$ cat src/rtl/mux_summer_pkg.sv
// Shared widths for the mux/summer leaf utility.
package mux_summer_pkg;

    localparam int unsigned MUX_WIDTH     = 8;
    localparam int unsigned SEL_WIDTH     = 3;
    localparam int unsigned OPERAND_WIDTH = 3;
    localparam int unsigned SUM_WIDTH     = OPERAND_WIDTH + 1;

endpackage : mux_summer_pkg

$ cat src/rtl/mux_8_1.sv
// 8:1 single-bit selector, purely combinational.
//   mux_in  : data bits 0..7
//   mux_sel : bit index
//   mux_out : mux_in[mux_sel]
module mux_8_1
    import mux_summer_pkg::*;
(
    input  logic [MUX_WIDTH-1:0] mux_in,
    input  logic [SEL_WIDTH-1:0] mux_sel,
    output logic                 mux_out
);

    always_comb begin
        mux_out = mux_in[mux_sel];
    end

endmodule : mux_8_1

$ cat src/rtl/summer_with_one_input.sv
// Accumulating adder: control=0 saves a, control=1 registers a + saved operand.
//   clk, rst : clock and synchronous active-high reset
//   control  : 0 = save operand, 1 = compute sum
//   a        : unsigned operand
//   c        : registered sum
//   c_valid  : one-cycle pulse after each compute edge
module summer_with_one_input
    import mux_summer_pkg::*;
(
    input  logic                     clk,
    input  logic                     rst,
    input  logic                     control,
    input  logic [OPERAND_WIDTH-1:0] a,
    output logic [SUM_WIDTH-1:0]     c,
    output logic                     c_valid
);

    logic [OPERAND_WIDTH-1:0] stored_q, stored_d;
    logic [SUM_WIDTH-1:0]     c_q, c_d;
    logic                     c_valid_q, c_valid_d;

    // Next-state: save holds c, compute holds the stored operand.
    always_comb begin
        stored_d  = stored_q;
        c_d       = c_q;
        c_valid_d = 1'b0;
        if (control) begin
            // One extra bit of headroom: 7+7 fits without wrap.
            c_d       = SUM_WIDTH'(a) + SUM_WIDTH'(stored_q);
            c_valid_d = 1'b1;
        end else begin
            stored_d = a;
        end
    end

    // State registers; reset beats any save/compute on the same edge.
    always_ff @(posedge clk) begin
        if (rst) begin
            stored_q  <= '0;
            c_q       <= '0;
            c_valid_q <= 1'b0;
        end else begin
            stored_q  <= stored_d;
            c_q       <= c_d;
            c_valid_q <= c_valid_d;
        end
    end

    assign c       = c_q;
    assign c_valid = c_valid_q;

endmodule : summer_with_one_input

$ cat src/rtl/mux_summer_unit.sv
// Leaf datapath utility: combinational 8:1 bit mux beside a clocked one-input summer.
//   clk, rst         : clock and synchronous active-high reset (summer only)
//   mux_in, mux_sel  : mux data and select
//   mux_out          : mux_in[mux_sel], combinational
//   control, a       : summer save/compute control and operand
//   c, c_valid       : registered sum and its one-cycle valid pulse
module mux_summer_unit
    import mux_summer_pkg::*;
(
    input  logic                     clk,
    input  logic                     rst,
    input  logic [MUX_WIDTH-1:0]     mux_in,
    input  logic [SEL_WIDTH-1:0]     mux_sel,
    output logic                     mux_out,
    input  logic                     control,
    input  logic [OPERAND_WIDTH-1:0] a,
    output logic [SUM_WIDTH-1:0]     c,
    output logic                     c_valid
);

    mux_8_1 u_mux (
        .mux_in  (mux_in),
        .mux_sel (mux_sel),
        .mux_out (mux_out)
    );

    summer_with_one_input u_summer (
        .clk     (clk),
        .rst     (rst),
        .control (control),
        .a       (a),
        .c       (c),
        .c_valid (c_valid)
    );

endmodule : mux_summer_unit

$ cat config.mk
export PLATFORM = sky130hd
export DESIGN_NAME = mux_summer_unit
export DESIGN_NICKNAME = d
export VERILOG_FILES = /design/src/rtl/mux_summer_pkg.sv /design/src/rtl/mux_8_1.sv /design/src/rtl/summer_with_one_input.sv /design/src/rtl/mux_summer_unit.sv
export SDC_FILE = /design/constraint.sdc
export NUM_CORES = 1
export LEC_CHECK = 0
export BUFFER_PORTS_ARGS = -buffer_cell sky130_fd_sc_hd__buf_2
export CAP_MARGIN = 20
export CORE_MARGIN = 2
export CORE_UTILIZATION = 32
export DETAILED_ROUTE_END_ITERATION = 6
export MAX_ROUTING_LAYER = met4
export PLACE_DENSITY = 0.7
export SYNTH_ARGS = -nofsm -noshare
export SYNTH_HDL_FRONTEND = slang
export SYNTH_SLANG_ARGS = --single-unit
export TNS_END_PERCENT = 5
$ cat constraint.sdc
create_clock -name clk -period 1.55 [get_ports clk]
set_clock_uncertainty 0.2 [all_clocks]
set_input_delay 0.0775 -clock clk [delete_from_list [all_inputs] [get_ports clk]]
set_output_delay 0.0775 -clock clk [all_outputs]
set_load 0.03 [all_outputs]
Word-level counts from Yosys, hierarchy flattened --
Index checks and enable logic that the tools add are counted.
Operators by class: add/subtract/negate cells 1, mux-type cells 3, order comparisons 1
Operators with widths (count):
- adder 3 x 3 -> 4 bit | 1
- < comparator 3 x 4 -> 1 bit (second input constant) | 1
- binary-select mux 1 bit (select 3 bit) | 1
- 2-to-1 mux 1 bit | 2
Word-level totals: register bits after elaboration 8, word-level logic and storage cells 8, output and inout port bits 6, input port bits 17

Longest topological paths before layout --
depth after elaboration 2, mapped depth 6, depth with buffers taken out 6

By module --
From an unflattened synthesis, not the netlist that was laid out.
Second synthesis, totals: cell total of the unflattened synthesis 38, area total of the unflattened synthesis 432.9 µm²
By module, submodules not included:
- summer_with_one_input | times used 1, area an instance 369.1 µm², cells each 35, sequential area each 160.2 µm²
- mux_8_1 | times used 1, area an instance 63.8 µm², cells each 3, sequential area each 0.0 µm²

Worst setup path before layout --
Ideal clock, no wire load.
kind flip-flop to flip-flop, from register u_summer.stored_q[0], to register u_summer.c_q[2], in the netlist u_summer.c[2], library setup time 124 ps, cell stages (with the launch flop) 7, slack 71 ps, clock period less this slack 1479 ps, path buffers 0, data required time 1226 ps, arrival time 1154 ps, cells stage by stage dfxtp_1 ha_1 inv_1 fa_1 xnor2_1 mux2i_1 nor2_1
Between the ends: longest elaborated chain between the ends 1
RTL lines:
- start, declared | line summer_with_one_input.sv:18 | logic [OPERAND_WIDTH-1:0] stored_q, stored_d;
- start signal, assigned | line summer_with_one_input.sv:43 | stored_q <= stored_d;
- adder 3 x 3 -> 4 bit | line summer_with_one_input.sv:29 | c_d = SUM_WIDTH'(a) + SUM_WIDTH'(stored_q);
- end signal, assigned | line summer_with_one_input.sv:40 | c_q <= '0;
- end signal, assigned | line summer_with_one_input.sv:44 | c_q <= c_d;
- end, declared | line summer_with_one_input.sv:19 | logic [SUM_WIDTH-1:0] c_q, c_d;
Every way passes these cells. A chain may end at the register's enable or synchronous reset.

Worst setup path in the final report --
Ends and elaborated chain as after synthesis.

==> metrics.txt <==
Area growth syn-to-layout=55.1%; first-pass GRT wire length=1.32 mm; number of global-route vias before repair=364; Critical Setup Path Class=reg2reg; nets@finish=92; DR iter-0 viols=0; initial antenna violation count=0; core area=1270 um2; WP data arrival=1.44 ns; final worst-path cycle share=96.4%; pwr dens=799 nW/um2; clock share of power=30.1%; switching share of power=27.3%; status=completed; Die X=40.2 um; largest net degree at the start of global routing=10; CTS buffer count=3; startpoint types=flop; total internal power=0.379 mW; post-route minimum period=1.49 ns; CTS Buffer Depth=2; wire length per cell=10.2 um; diode count=0; max incr delay on CP=0.33 ns; Worst Path Max Fanout=2; H-tree depth=1; syn_area_per_cell=11.1 um2; clock-pin slew on the worst setup and hold paths=0.05 ns; die area=1620 um2; HP Class=in2reg; Slew Viols, Final=0; number of max-capacitance violations reported=0; drt pass-1 iters=1; CTS tree=yes; commonest non-fill, non-tap cell in the layout=buf_2; share of cells above drive strength 1=42.0%; Post-DRT Antenna Nets=0; Sink Count=8; final core utilization=51.4%; Seq/Total Area, Yosys=38.1%; DRC errors left=0; Worst Max-Slew Pin Slew=0.204 ns; worst vdd ir=0.424 mV; Fin Setup TNS=0 ns; PortBufs=22; Final HPWL DP=593 um; combinational share of power=26.3%; vias per std cell=4.60; Cell Area, Synth=420 um2; commonest non-fill, non-tap cells in the layout=buf_2, nor2_1, dlygate4sd3_1, dfxtp_1, mux2i_1; Yosys reg bits=8; final setup violation count=0; post-synthesis cell type count=15; Die H=40.2 um; Leakage=0.344 nW; share of power burned in registers=43.6%; fmax=669 MHz; final WL=855 um; Yosys Warn Count=0; GRT overflow=0; Starting Density=33.1%; Hold Vio Cnt, Final=0; # fillers=127; Net Switching=0.142 mW; CP max stage cell=fa_2; normalized max-slew margin=86.4%; Tot GR Track Use=13.4%; Skew-Pair Late Insertion Delay=0.25 ns; Gate Count Post-Synth=38; cells along the critical path=ha_2, inv_1, fa_2, xnor2_1, mux2i_1, nor2_1; CP required=1.49 ns; RSZ-0062 raised after global routing=yes; syn_nets=59; row cnt=13; via count=386; Worst setup EP type=flop; I/O pin total=23; clk root buf=clkbuf_4; gp weighted congestion=0.645
## layer usage
metal	track usage, %	vias up	wire length [um]
met5	-	-	0
met4	11.7	0	8
met3	5.00	2	57
met2	21.8	10	462
met1	12.2	178	326
li1	-	196	-
## synth_stat cells, drive strengths merged
library cell | number | share of area (%)
dfxtp | 8 | 38
mux2 | 1 | 2.7
fa | 1 | 4.8
a21oi | 1 | 1.2
mux2i | 5 | 12
inv | 3 | 2.7
nor2b | 1 | 1.5
buf | 1 | 1.2
xnor2 | 1 | 2.1
a211oi | 2 | 3.6
ha | 3 | 8.9
a21o | 1 | 1.8
nor2 | 7 | 6.3
clkbuf | 1 | 0.89
mux4 | 2 | 12
## critical path, delay by kind of cell, from the launching register on
family	cells	cell delay (ns)
muxes	1	0.14
and+or+nand+nor	1	0.06
DFF	1	0.32
adders and majority gates	2	0.50
xor gates and xnor gates	1	0.13
buffers and inverters	1	0.05
## final timing paths
kind | cells past startpoint | startpoint | end | slack [ns]
max | 6 | u_summer.stored_q[0] | u_summer.c[2] | 0.06
max reg2reg | 6 | u_summer.stored_q[0] | u_summer.c[2] | 0.06
min | 3 | control | u_summer.c[3] | 0.02
min reg2reg | 2 | u_summer.c[1] | u_summer.c[1] | 0.27
## what timing repair did
| item | CTS | global route |
|---|---|---|
| setup buffers | 0 | 0 |
| endpoints found under the hold margin | 8 | 0 |
| gates resized for setup | 2 | 2 |
| hold buffers | 9 | 0 |
| setup endpoints to repair | 1 | 3 |
| gates cloned | 0 | 0 |
## power by group through the flow
stage	combinational (mW)	sequential (mW)	clock, mW
floorplan	0.0610	0.251	0
global placement	0.119	0.231	0
detailed placement	0.120	0.231	0
CTS	0.139	0.227	0.168
global route	0.151	0.229	0.173
finish	0.137	0.227	0.157
## flip-flops by register name, indices dropped and copies added (netlist names)
signal,flops
u_summer.c_valid,1
u_summer.stored_q,3
u_summer.c,4
## stage by stage
step / area [um2] / std cells / hold slack [ns] / setup slack [ns] / total power, mW
after floorplan: 420 / 38 / 0.0214 / 0.0714 / 0.312
after global placement: 541 / 73 / 0.134 / 0.0400 / 0.350
after detailed placement: 541 / 73 / 0.141 / 0.00909 / 0.351
after CTS: 657 / 85 / 0.00755 / 0.00486 / 0.534
after global routing: 652 / 84 / 0.0438 / -0.00103 / 0.552
final: 652 / 84 / 0.0231 / 0.0557 / 0.521
## area by class of cell
type | instances | area (um2) | share of cell area [%]
Multi-Input combinational cell | 25 | 245 | 37.6
Timing Repair Buffer | 30 | 193 | 29.6
Sequential cell | 8 | 161 | 24.8
Clock buffer | 3 | 22.5 | 3.45
Tap cell | 15 | 18.8 | 2.88
Inverter | 3 | 11.3 | 1.73
## logic make-up after synthesis
family	count (synthesis)	share of synthesized area, %
compound gates	4	6.55
fa+ha+maj	4	13.7
xor+xnor	1	2.08
flops	8	38.1
simple gates	8	7.74
buf+inv	5	4.76
mux	8	27.1
Note: power is estimated with default switching activity, not from simulation.
